File: config.mk
export PLATFORM = sky130hd
export DESIGN_NAME = imem_arbiter
export DESIGN_NICKNAME = d
export VERILOG_FILES = /design/src/rtl/imem_pkg.sv /design/src/rtl/imem_starve_ctr.sv /design/src/rtl/imem_arbiter.sv
export SDC_FILE = /design/constraint.sdc
export NUM_CORES = 1
export LEC_CHECK = 0
export CAP_MARGIN = 0
export CORE_ASPECT_RATIO = 0.5
export CORE_MARGIN = 5
export CORE_UTILIZATION = 41
export DETAILED_ROUTE_END_ITERATION = 8
export PLACE_DENSITY = 0.84
export REMOVE_ABC_BUFFERS = 1
export SETUP_SLACK_MARGIN = 0.1
export SYNTH_ARGS = -nofsm -noshare
export SYNTH_HDL_FRONTEND = slang
export SYNTH_SLANG_ARGS = --single-unit
File: constraint.sdc
create_clock -name clk -period 5.66 [get_ports clk]
set_clock_uncertainty 0.15 [all_clocks]
set_input_delay 1.132 -clock clk [delete_from_list [all_inputs] [get_ports clk]]
set_output_delay 1.132 -clock clk [all_outputs]
set_load 0.03 [all_outputs]
File: src/rtl/imem_pkg.sv
// Shared constants and helpers for the instruction-memory read-port arbiter.
// Addresses are byte addresses; the memory is indexed by 32-bit word.
package imem_pkg;

    localparam int          IMEM_DEPTH = 512;
    localparam int          IMEM_IDX_W = 9;
    localparam int          WAIT_W     = 4;
    localparam logic [31:0] NOP_WORD   = 32'h0000_0000;

    // A byte address is unusable if it is not word aligned or its word index is past the end.
    function automatic logic addr_err(input logic [31:0] addr, input int unsigned depth);
        return (addr[1:0] != 2'b00) || ({2'b00, addr[31:2]} >= depth);
    endfunction

endpackage

File: src/rtl/imem_starve_ctr.sv
// Saturating count of consecutive cycles a debug request lost to fetch; raises
// starve_force once the count reaches MAX_WAIT so debug wins the next arbitration.
module imem_starve_ctr
    import imem_pkg::*;
#(
    parameter int MAX_WAIT = 4
) (
    input  logic clk,
    input  logic rst,
    input  logic d_req,
    input  logic f_req,
    input  logic d_gnt,
    output logic starve_force
);

    localparam logic [WAIT_W-1:0] WAIT_MAX = WAIT_W'(MAX_WAIT);

    logic [WAIT_W-1:0] wait_cnt;
    logic [WAIT_W-1:0] wait_cnt_nxt;

    always_comb begin
        wait_cnt_nxt = wait_cnt;
        if (!d_req || d_gnt) begin
            wait_cnt_nxt = '0;
        end else if (f_req && (wait_cnt != WAIT_MAX)) begin
            wait_cnt_nxt = wait_cnt + 1'b1;
        end
    end

    always_ff @(posedge clk or posedge rst) begin
        if (rst) begin
            wait_cnt <= '0;
        end else begin
            wait_cnt <= wait_cnt_nxt;
        end
    end

    assign starve_force = d_req && (wait_cnt == WAIT_MAX);

endmodule

File: src/rtl/imem_arbiter.sv
// Two-port arbiter for the single combinational instruction-memory read port:
// fetch has priority, debug is guaranteed a grant after MAX_WAIT lost cycles.
module imem_arbiter
    import imem_pkg::*;
#(
    parameter int          DEPTH    = IMEM_DEPTH,
    parameter int          MAX_WAIT = 4,
    parameter logic [31:0] ERR_WORD = NOP_WORD
) (
    input  logic        clk,
    input  logic        rst,
    input  logic        f_req,
    input  logic [31:0] f_addr,
    output logic        f_gnt,
    output logic        f_rvalid,
    output logic [31:0] f_rdata,
    output logic        f_err,
    input  logic        d_req,
    input  logic [31:0] d_addr,
    output logic        d_gnt,
    output logic        d_rvalid,
    output logic [31:0] d_rdata,
    output logic        d_err,
    output logic [31:0] mem_addr,
    input  logic [31:0] mem_data
);

    // Handshake: a requester holds req and a stable addr until it sees gnt in the
    // same cycle; the matching rvalid is a one-cycle pulse on the following edge,
    // and rdata/err hold until that port's next rvalid. One grant per cycle.

    logic starve_force;
    logic rsp_err;
    logic [31:0] rsp_data;

    imem_starve_ctr #(
        .MAX_WAIT (MAX_WAIT)
    ) u_starve_ctr (
        .clk          (clk),
        .rst          (rst),
        .d_req        (d_req),
        .f_req        (f_req),
        .d_gnt        (d_gnt),
        .starve_force (starve_force)
    );

    always_comb begin
        d_gnt    = d_req && (!f_req || starve_force);
        f_gnt    = f_req && !d_gnt;
        mem_addr = d_gnt ? d_addr : f_addr;
    end

    // Error check runs on the muxed address, so it always matches the granted port.
    always_comb begin
        rsp_err  = addr_err(mem_addr, DEPTH);
        rsp_data = rsp_err ? ERR_WORD : mem_data;
    end

    always_ff @(posedge clk or posedge rst) begin
        if (rst) begin
            f_rvalid <= 1'b0;
            f_rdata  <= '0;
            f_err    <= 1'b0;
            d_rvalid <= 1'b0;
            d_rdata  <= '0;
            d_err    <= 1'b0;
        end else begin
            f_rvalid <= f_gnt;
            d_rvalid <= d_gnt;
            if (f_gnt) begin
                f_rdata <= rsp_data;
                f_err   <= rsp_err;
            end
            if (d_gnt) begin
                d_rdata <= rsp_data;
                d_err   <= rsp_err;
            end
        end
    end

endmodule

==> results of run 1 <==
[synth_stat cells (3+ instances only)]
| cell | n |
|---|---|
| dfrtp_1 | 72 |
| o2bb2ai_1 | 32 |
| buf_4 | 5 |
| nor4_1 | 10 |
| mux2_2 | 27 |
| mux2_4 | 7 |
| clkbuf_1 | 8 |
| buf_2 | 4 |
| nor2_1 | 3 |
| o21ai_1 | 30 |
| inv_1 | 4 |
| clkbuf_2 | 3 |
| nand2_1 | 97 |
[final timing paths]
path / end / depth (start not counted) / slack [ns] / startpoint
max in group asynchronous: f_rdata[13] / 3 / 3.27 / rst
setup reg to reg: d_err / 8 / 3.09 / u_starve_ctr.wait_cnt[0]
min in group asynchronous: f_rdata[24] / 2 / 1.16 / rst
setup / recovery: mem_addr[27] / 5 / 0.97 / d_req
hold reg to reg: f_rdata[31] / 2 / 0.33 / f_rdata[31]
hold / removal: f_rdata[31] / 2 / 0.33 / f_rdata[31]
[metal layers]
metal	GRT usage [%]	wire [um]	vias to the layer above
li1	-	-	1520
met1	24.9	4450	1549
met2	41.4	6120	156
met3	5.52	702	31
met4	9.64	374	0
met5	0	0	-
[kinds of logic (layout without fill, tap and decap cells)]
logic type | after synthesis | count (layout) | share of synthesized area, %
adders and majority gates | 2 | 2 | 0.740
muxes | 34 | 34 | 12.1
buffers and inverters | 28 | 229 | 4.37
and+or+nand+nor | 121 | 121 | 15.7
xor gates and xnor gates | 2 | 2 | 0.518
AOI/OAI and AO/OA | 65 | 65 | 13.3
DFF | 72 | 72 | 53.3
[registers in the layout (all words and copies together), names as in the netlist]
register,cells
u_starve_ctr.wait_cnt,4
d_err,1
d_rvalid,1
f_rdata,32
f_rvalid,1
f_err,1
d_rdata,32
[tightest hold or removal path: cells and delay by family (launching register included)]
family / cells / cell delay (ns)
and+or+nand+nor: 1 / 0.05
AOI/OAI and AO/OA: 1 / 0.06
DFF: 1 / 0.34
[layout make-up]
type | count | area (um^2) | area share (%)
Clock buffer | 10 | 229 | 3.98
Clock inverter | 6 | 67.6 | 1.18
Inverter | 6 | 22.5 | 0.392
Multi-Input combinational cell | 224 | 1430 | 24.9
Sequential cell | 72 | 1800 | 31.3
Tap cell | 112 | 140 | 2.44
Timing Repair Buffer | 207 | 2060 | 35.8
[power breakdown]
group | total (mW) | switching [mW] | leakage (nW) | internal [mW]
Combinational | 0.234 | 0.113 | 1.22 | 0.120
Sequential | 0.517 | 0.000838 | 0.991 | 0.516
Clock | 0.559 | 0.216 | 0.139 | 0.343
Total | 1.31 | 0.331 | 2.35 | 0.979
[stage by stage]
| step | hold slack, ns | setup WS (ns) | area [um^2] | utilization, % | power [mW] |
|---|---|---|---|---|---|
| after floorplan | 0.301 | 1.71 | 3250 | - | 0.627 |
| after global routing | 0.344 | 0.894 | 5750 | 71.8 | 1.35 |
| after CTS | 0.333 | 0.953 | 5750 | 71.8 | 1.32 |
| final | 0.329 | 0.972 | 5750 | 71.8 | 1.31 |
| after detailed placement | 0.320 | 0.969 | 5450 | 68.1 | 0.760 |
| after global placement | 0.313 | 1.02 | 5450 | 68.1 | 0.757 |
==> impl_metrics.env, run 1 <==
export IMPL_syn_area_per_cell_um2=10.4
export IMPL_cp_start_kind="input port"
export IMPL_holdBufCountCts=0
export IMPL_drtIter0Drc=161
export IMPL_track_usage_pct=22.2
export IMPL_rows=23
export IMPL_setup_violations=0
export IMPL_yosysTopAreaCell="dfrtp_1"
export IMPL_fillerInstances=580
export IMPL_p_per_area_nw_per_um2=228
export IMPL_ys_types=28
export IMPL_ys_ff_latch=72
export IMPL_area_delta_synth_final_pct=70.1
export IMPL_die_width_um=138
export IMPL_slew_headroom_pct=41.9
export IMPL_crit_family="buffers and inverters"
export IMPL_htree_levels=3
export IMPL_cp_slowest_stage_delay_ns=0.61
export IMPL_cp_required_ns=4.38
export IMPL_die_area_um2=10300
export IMPL_grt_max_degree=43
export IMPL_antenna_left=0
export IMPL_firstDrtPassIters=4
export IMPL_peakVddDrop_v=0.000153
export IMPL_cts_setup_buffers=0
export IMPL_crit_chain="clkdlybuf4s50_1, nand2_4, inv_2, mux2_2, clkdlybuf4s50_1"
export IMPL_post_route_min_period_ns=4.69
export IMPL_port_buffers=201
export IMPL_drive_gt1_share_pct=12.0
export IMPL_instances_no_fill=637
export IMPL_hold_viol_final=0
export IMPL_cts_tree="yes"
export IMPL_yosysWarnings=0
export IMPL_tns_ns=0
export IMPL_dpl_hpwl_um=8530
export IMPL_antenna_found_initial=0
export IMPL_hp_class="reg2reg"
export IMPL_grt_pass1_wl_um=18200
export IMPL_viasPerCell=5.11
export IMPL_worst_slew_pin_slew_ns=0.870
export IMPL_synth_ff_type="dfrtp_1"
export IMPL_synth_edf_count=0
export IMPL_vias=3256
export IMPL_cp_num_buf_inv=3
export IMPL_rsz0062_at_grt="false"
export IMPL_dp_cells=621
export IMPL_final_common_cell="clkdlybuf4s50_1"
export IMPL_gp_congestion=0.793
export IMPL_clk_pin_slew_ns=0.06
export IMPL_boundaryPins=202
export IMPL_grt_overflow_total=0
export IMPL_final_cell_mix="clkdlybuf4s50_1, nand2_1, dfrtp_1, o2bb2ai_1, o21ai_1"
export IMPL_drv_cap=0
export IMPL_finalMaxSlewViolations=0
export IMPL_worst_setup_path_end_kind="primary output"
export IMPL_cts_buffers=9
export IMPL_clk_latency_ns=0.33
export IMPL_diodes=0
export IMPL_wl_per_cell_um=18.3
export IMPL_status="finished clean"
export IMPL_yosys_top_cells_area="dfrtp_1, nand2_1, mux2_2, o2bb2ai_1, o21ai_1"
export IMPL_post_cts_resized=0
export IMPL_cts_buffer_depth=2
export IMPL_synth_top_area_share_pct=53.3
export IMPL_slowest_stage="inv_2"
export IMPL_p_leak_nw=2.35
export IMPL_grt_pass1_vias=3577
export IMPL_drc_errors=0
export IMPL_worst_path_most_repeated_cell="clkdlybuf4s50_1"
export IMPL_final_nets=622
export IMPL_cts_root_buf="clkbuf_16"
export IMPL_core_um2=8000
export IMPL_ys_seq_area_share_pct=53.3
export IMPL_synthCells=324
export IMPL_wirelength_um=11600
export IMPL_cp_max_fo=35
export IMPL_synthArstFlopShare_pct=100
export IMPL_finalCritPeriodShare_pct=82.8
export IMPL_fmax_mhz=213
export IMPL_start_util_pct=42.2
export IMPL_cts_sinks=72
export IMPL_die_y_um=74.2
export IMPL_syn_area_um2=3380
export IMPL_worstPathArrival_ns=3.41
export IMPL_path_class="in2out"
Power figures use the tool's default switching activity.
==> run 2: changes to the inputs <==
--- a/config.mk
+++ b/config.mk
@@ -8,9 +8,9 @@
 export CAP_MARGIN = 0
 export CORE_ASPECT_RATIO = 0.5
 export CORE_MARGIN = 5
-export CORE_UTILIZATION = 41
+export CORE_UTILIZATION = 34
 export DETAILED_ROUTE_END_ITERATION = 8
-export PLACE_DENSITY = 0.84
+export PLACE_DENSITY = 0.74
 export REMOVE_ABC_BUFFERS = 1
 export SETUP_SLACK_MARGIN = 0.1
 export SYNTH_ARGS = -nofsm -noshare
==> constraint.sdc (replaced) <==
create_clock -name clk -period 4.02 [get_ports clk]
set_clock_uncertainty 0.15 [all_clocks]
set_input_delay 0.804 -clock clk [delete_from_list [all_inputs] [get_ports clk]]
set_output_delay 0.804 -clock clk [all_outputs]
set_load 0.03 [all_outputs]
==> run 2 against run 1 <==
Effect of this change:
- sequential share of layout area fell by 0.16 points
- first-iteration DRC count fell by 22%
- global-route usage fell by 3.3 points
- clock-buffer cell count did not move
- utilization down 11 points
- register-to-register slack got worse by 1.5 ns
- critical endpoint is now mem_addr[6]
- largest cell class unchanged
- highest routed layer unchanged
==> impl_metrics.env, run 2 (same netlist as run 1, synthesis figures left out) <==
export IMPL_status="finished clean"
export IMPL_finalCritPeriodShare_pct=92.6
export IMPL_drc_errors=0
export IMPL_fin_hold_ws_ns=0.331
export IMPL_post_cts_resized=0
export IMPL_drive_gt1_share_pct=14.4
export IMPL_post_place_ws_ns=0.287
export IMPL_sw_frac_of_total_pct=25.1
export IMPL_cp_slowest_stage_delay_ns=0.60
export IMPL_hold_path_end="f_rdata[5]"
export IMPL_fmax_mhz=269
export IMPL_die_area_um2=12200
export IMPL_start_util_pct=35.3
export IMPL_track_usage_pct=18.9
export IMPL_peakVddDrop_v=0.000193
export IMPL_htree_levels=3
export IMPL_cts_buffers=9
export IMPL_regToRegEndpoint="d_err"
export IMPL_rows=25
export IMPL_setup_slack_ns=0.297
export IMPL_slowest_stage="clkdlybuf4s50_1"
export IMPL_crit_family="buffers and inverters"
export IMPL_hold_start="f_rdata[5]"
export IMPL_clk_latency_ns=0.33
export IMPL_antenna_found_initial=0
export IMPL_power_total_mw=1.83
export IMPL_holdBufCountCts=0
export IMPL_diodes=0
export IMPL_die_width_um=151
export IMPL_fillerInstances=804
export IMPL_wl_per_cell_um=17.3
export IMPL_cts_tree="yes"
export IMPL_r2r_cells=10
export IMPL_final_cell_mix="clkdlybuf4s50_1, nand2_1, dfrtp_1, o2bb2ai_1, o21ai_1"
export IMPL_p_int_mw=1.37
export IMPL_die_y_um=80.5
export IMPL_path_class="in2out"
export IMPL_clk_pin_slew_ns=0.06
export IMPL_drv_cap=0
export IMPL_hold_viol_final=0
export IMPL_slew_headroom_pct=39.8
export IMPL_gp_congestion=0.748
export IMPL_final_common_cell="clkdlybuf4s50_1"
export IMPL_cp_max_fo=21
export IMPL_worst_setup_path_end_kind="primary output"
export IMPL_tns_ns=0
export IMPL_reg2reg_from="u_starve_ctr.wait_cnt[0]"
export IMPL_core_um2=9570
export IMPL_cp_start_kind="input port"
export IMPL_worst_r2r_setup_slack_ns=1.59
export IMPL_multiInputGateArea_um2=1430
export IMPL_worst_path_most_repeated_cell="clkdlybuf4s50_1"
export IMPL_cts_sinks=72
export IMPL_p_leak_nw=2.38
export IMPL_final_nets=626
export IMPL_wirelength_um=11500
export IMPL_boundaryPins=202
export IMPL_grt_pass1_vias=3405
export IMPL_setup_violations=0
export IMPL_grt_pass1_wl_um=17700
export IMPL_cts_buffer_depth=2
export IMPL_p_comb_share_pct=17.8
export IMPL_min_path_cells=2
export IMPL_cp_required_ns=3.07
export IMPL_p_per_area_nw_per_um2=317
export IMPL_clkPwrFrac_pct=42.5
export IMPL_grt_max_degree=73
export IMPL_worstPathArrival_ns=2.77
export IMPL_pwr_share_seq_pct=39.7
export IMPL_antenna_left=0
export IMPL_area_delta_synth_final_pct=70.9
export IMPL_worst_slew_pin_slew_ns=0.904
export IMPL_cts_root_buf="clkbuf_16"
export IMPL_post_route_min_period_ns=3.72
export IMPL_firstDrtPassIters=4
export IMPL_crit_chain="clkdlybuf4s50_1, nand2_4, inv_2, buf_4, mux2_2, clkdlybuf4s50_1"
export IMPL_p_switching_mw=0.461
export IMPL_top_regs="d_rdata x32, f_rdata x32, u_starve_ctr.wait_cnt x4"
export IMPL_drtIter0Drc=125
export IMPL_grt_overflow_total=0
export IMPL_cp_num_buf_inv=4
export IMPL_vias=3176
export IMPL_rsz0062_at_grt="false"
export IMPL_port_buffers=201
export IMPL_dpl_hpwl_um=8580
export IMPL_cts_setup_buffers=0
export IMPL_hp_class="reg2reg"
export IMPL_viasPerCell=4.78
export IMPL_finalMaxSlewViolations=0
export IMPL_regArea_um2=1800
## run 2: cell types whose count changed in the layout (fill, tap and decap cells not counted)
cell | before | now
inv_6 | 1 | 0
clkinv_2 | 1 | 3
clkdlybuf4s50_1 | 201 | 192
buf_4 | 6 | 19
clkinv_4 | 1 | 0
## run 2: power by group through the flow
| stage | Sequential, mW | Clock [mW] | Combinational, mW |
|---|---|---|---|
| floorplan | 0.743 | 0 | 0.140 |
| global placement | 0.741 | 0 | 0.326 |
| detailed placement | 0.741 | 0 | 0.327 |
| CTS | 0.728 | 0.793 | 0.329 |
| global route | 0.728 | 0.823 | 0.348 |
| finish | 0.728 | 0.779 | 0.325 |
## run 2: how the worst max path moves through the flow
stage / from / slack, ns / cells after the start / to
after CTS: d_req / 0.28 / 6 / mem_addr[6]
after global placement: d_req / 0.33 / 6 / mem_addr[26]
after detailed placement: d_req / 0.29 / 6 / mem_addr[6]
after floorplan: f_req / 0.72 / 4 / mem_addr[0]
after global routing: d_req / 0.20 / 6 / mem_addr[8]
final: d_req / 0.30 / 6 / mem_addr[6]
## run 2: layer usage
| layer | GRT usage, % | up-vias | share of wire, % |
|---|---|---|---|
| li1 | - | 1524 | - |
| met4 | 6.24 | 0 | 1.8 |
| met1 | 21.8 | 1529 | 40 |
| met2 | 33.4 | 106 | 52 |
| met5 | 0 | - | 0 |
| met3 | 5.98 | 17 | 6.5 |
## run 2: area by class of cell
class	count	area share (%)
timing repair buffer	211	35.7
sequential	72	31.2
multi-input combinational	224	24.8
clock buffer	10	3.96
tap	135	2.92
clock inverter	6	1.04
inverter	6	0.390
## run 2: tightest hold or removal path, cell delays in order (launching register included)
cell	delay, ns
dfrtp_1	0.34
nand2_1	0.05
o21ai_1	0.06
## run 2: stage by stage
stage	util, %	cells	area [um^2]
5_1_grt	60.4	664	5780
4_1_cts	60.4	664	5780
2_1_floorplan	-	302	3250
3_3_place_gp	57.3	648	5490
6_report	60.4	664	5780
3_5_place_dp	57.3	648	5490
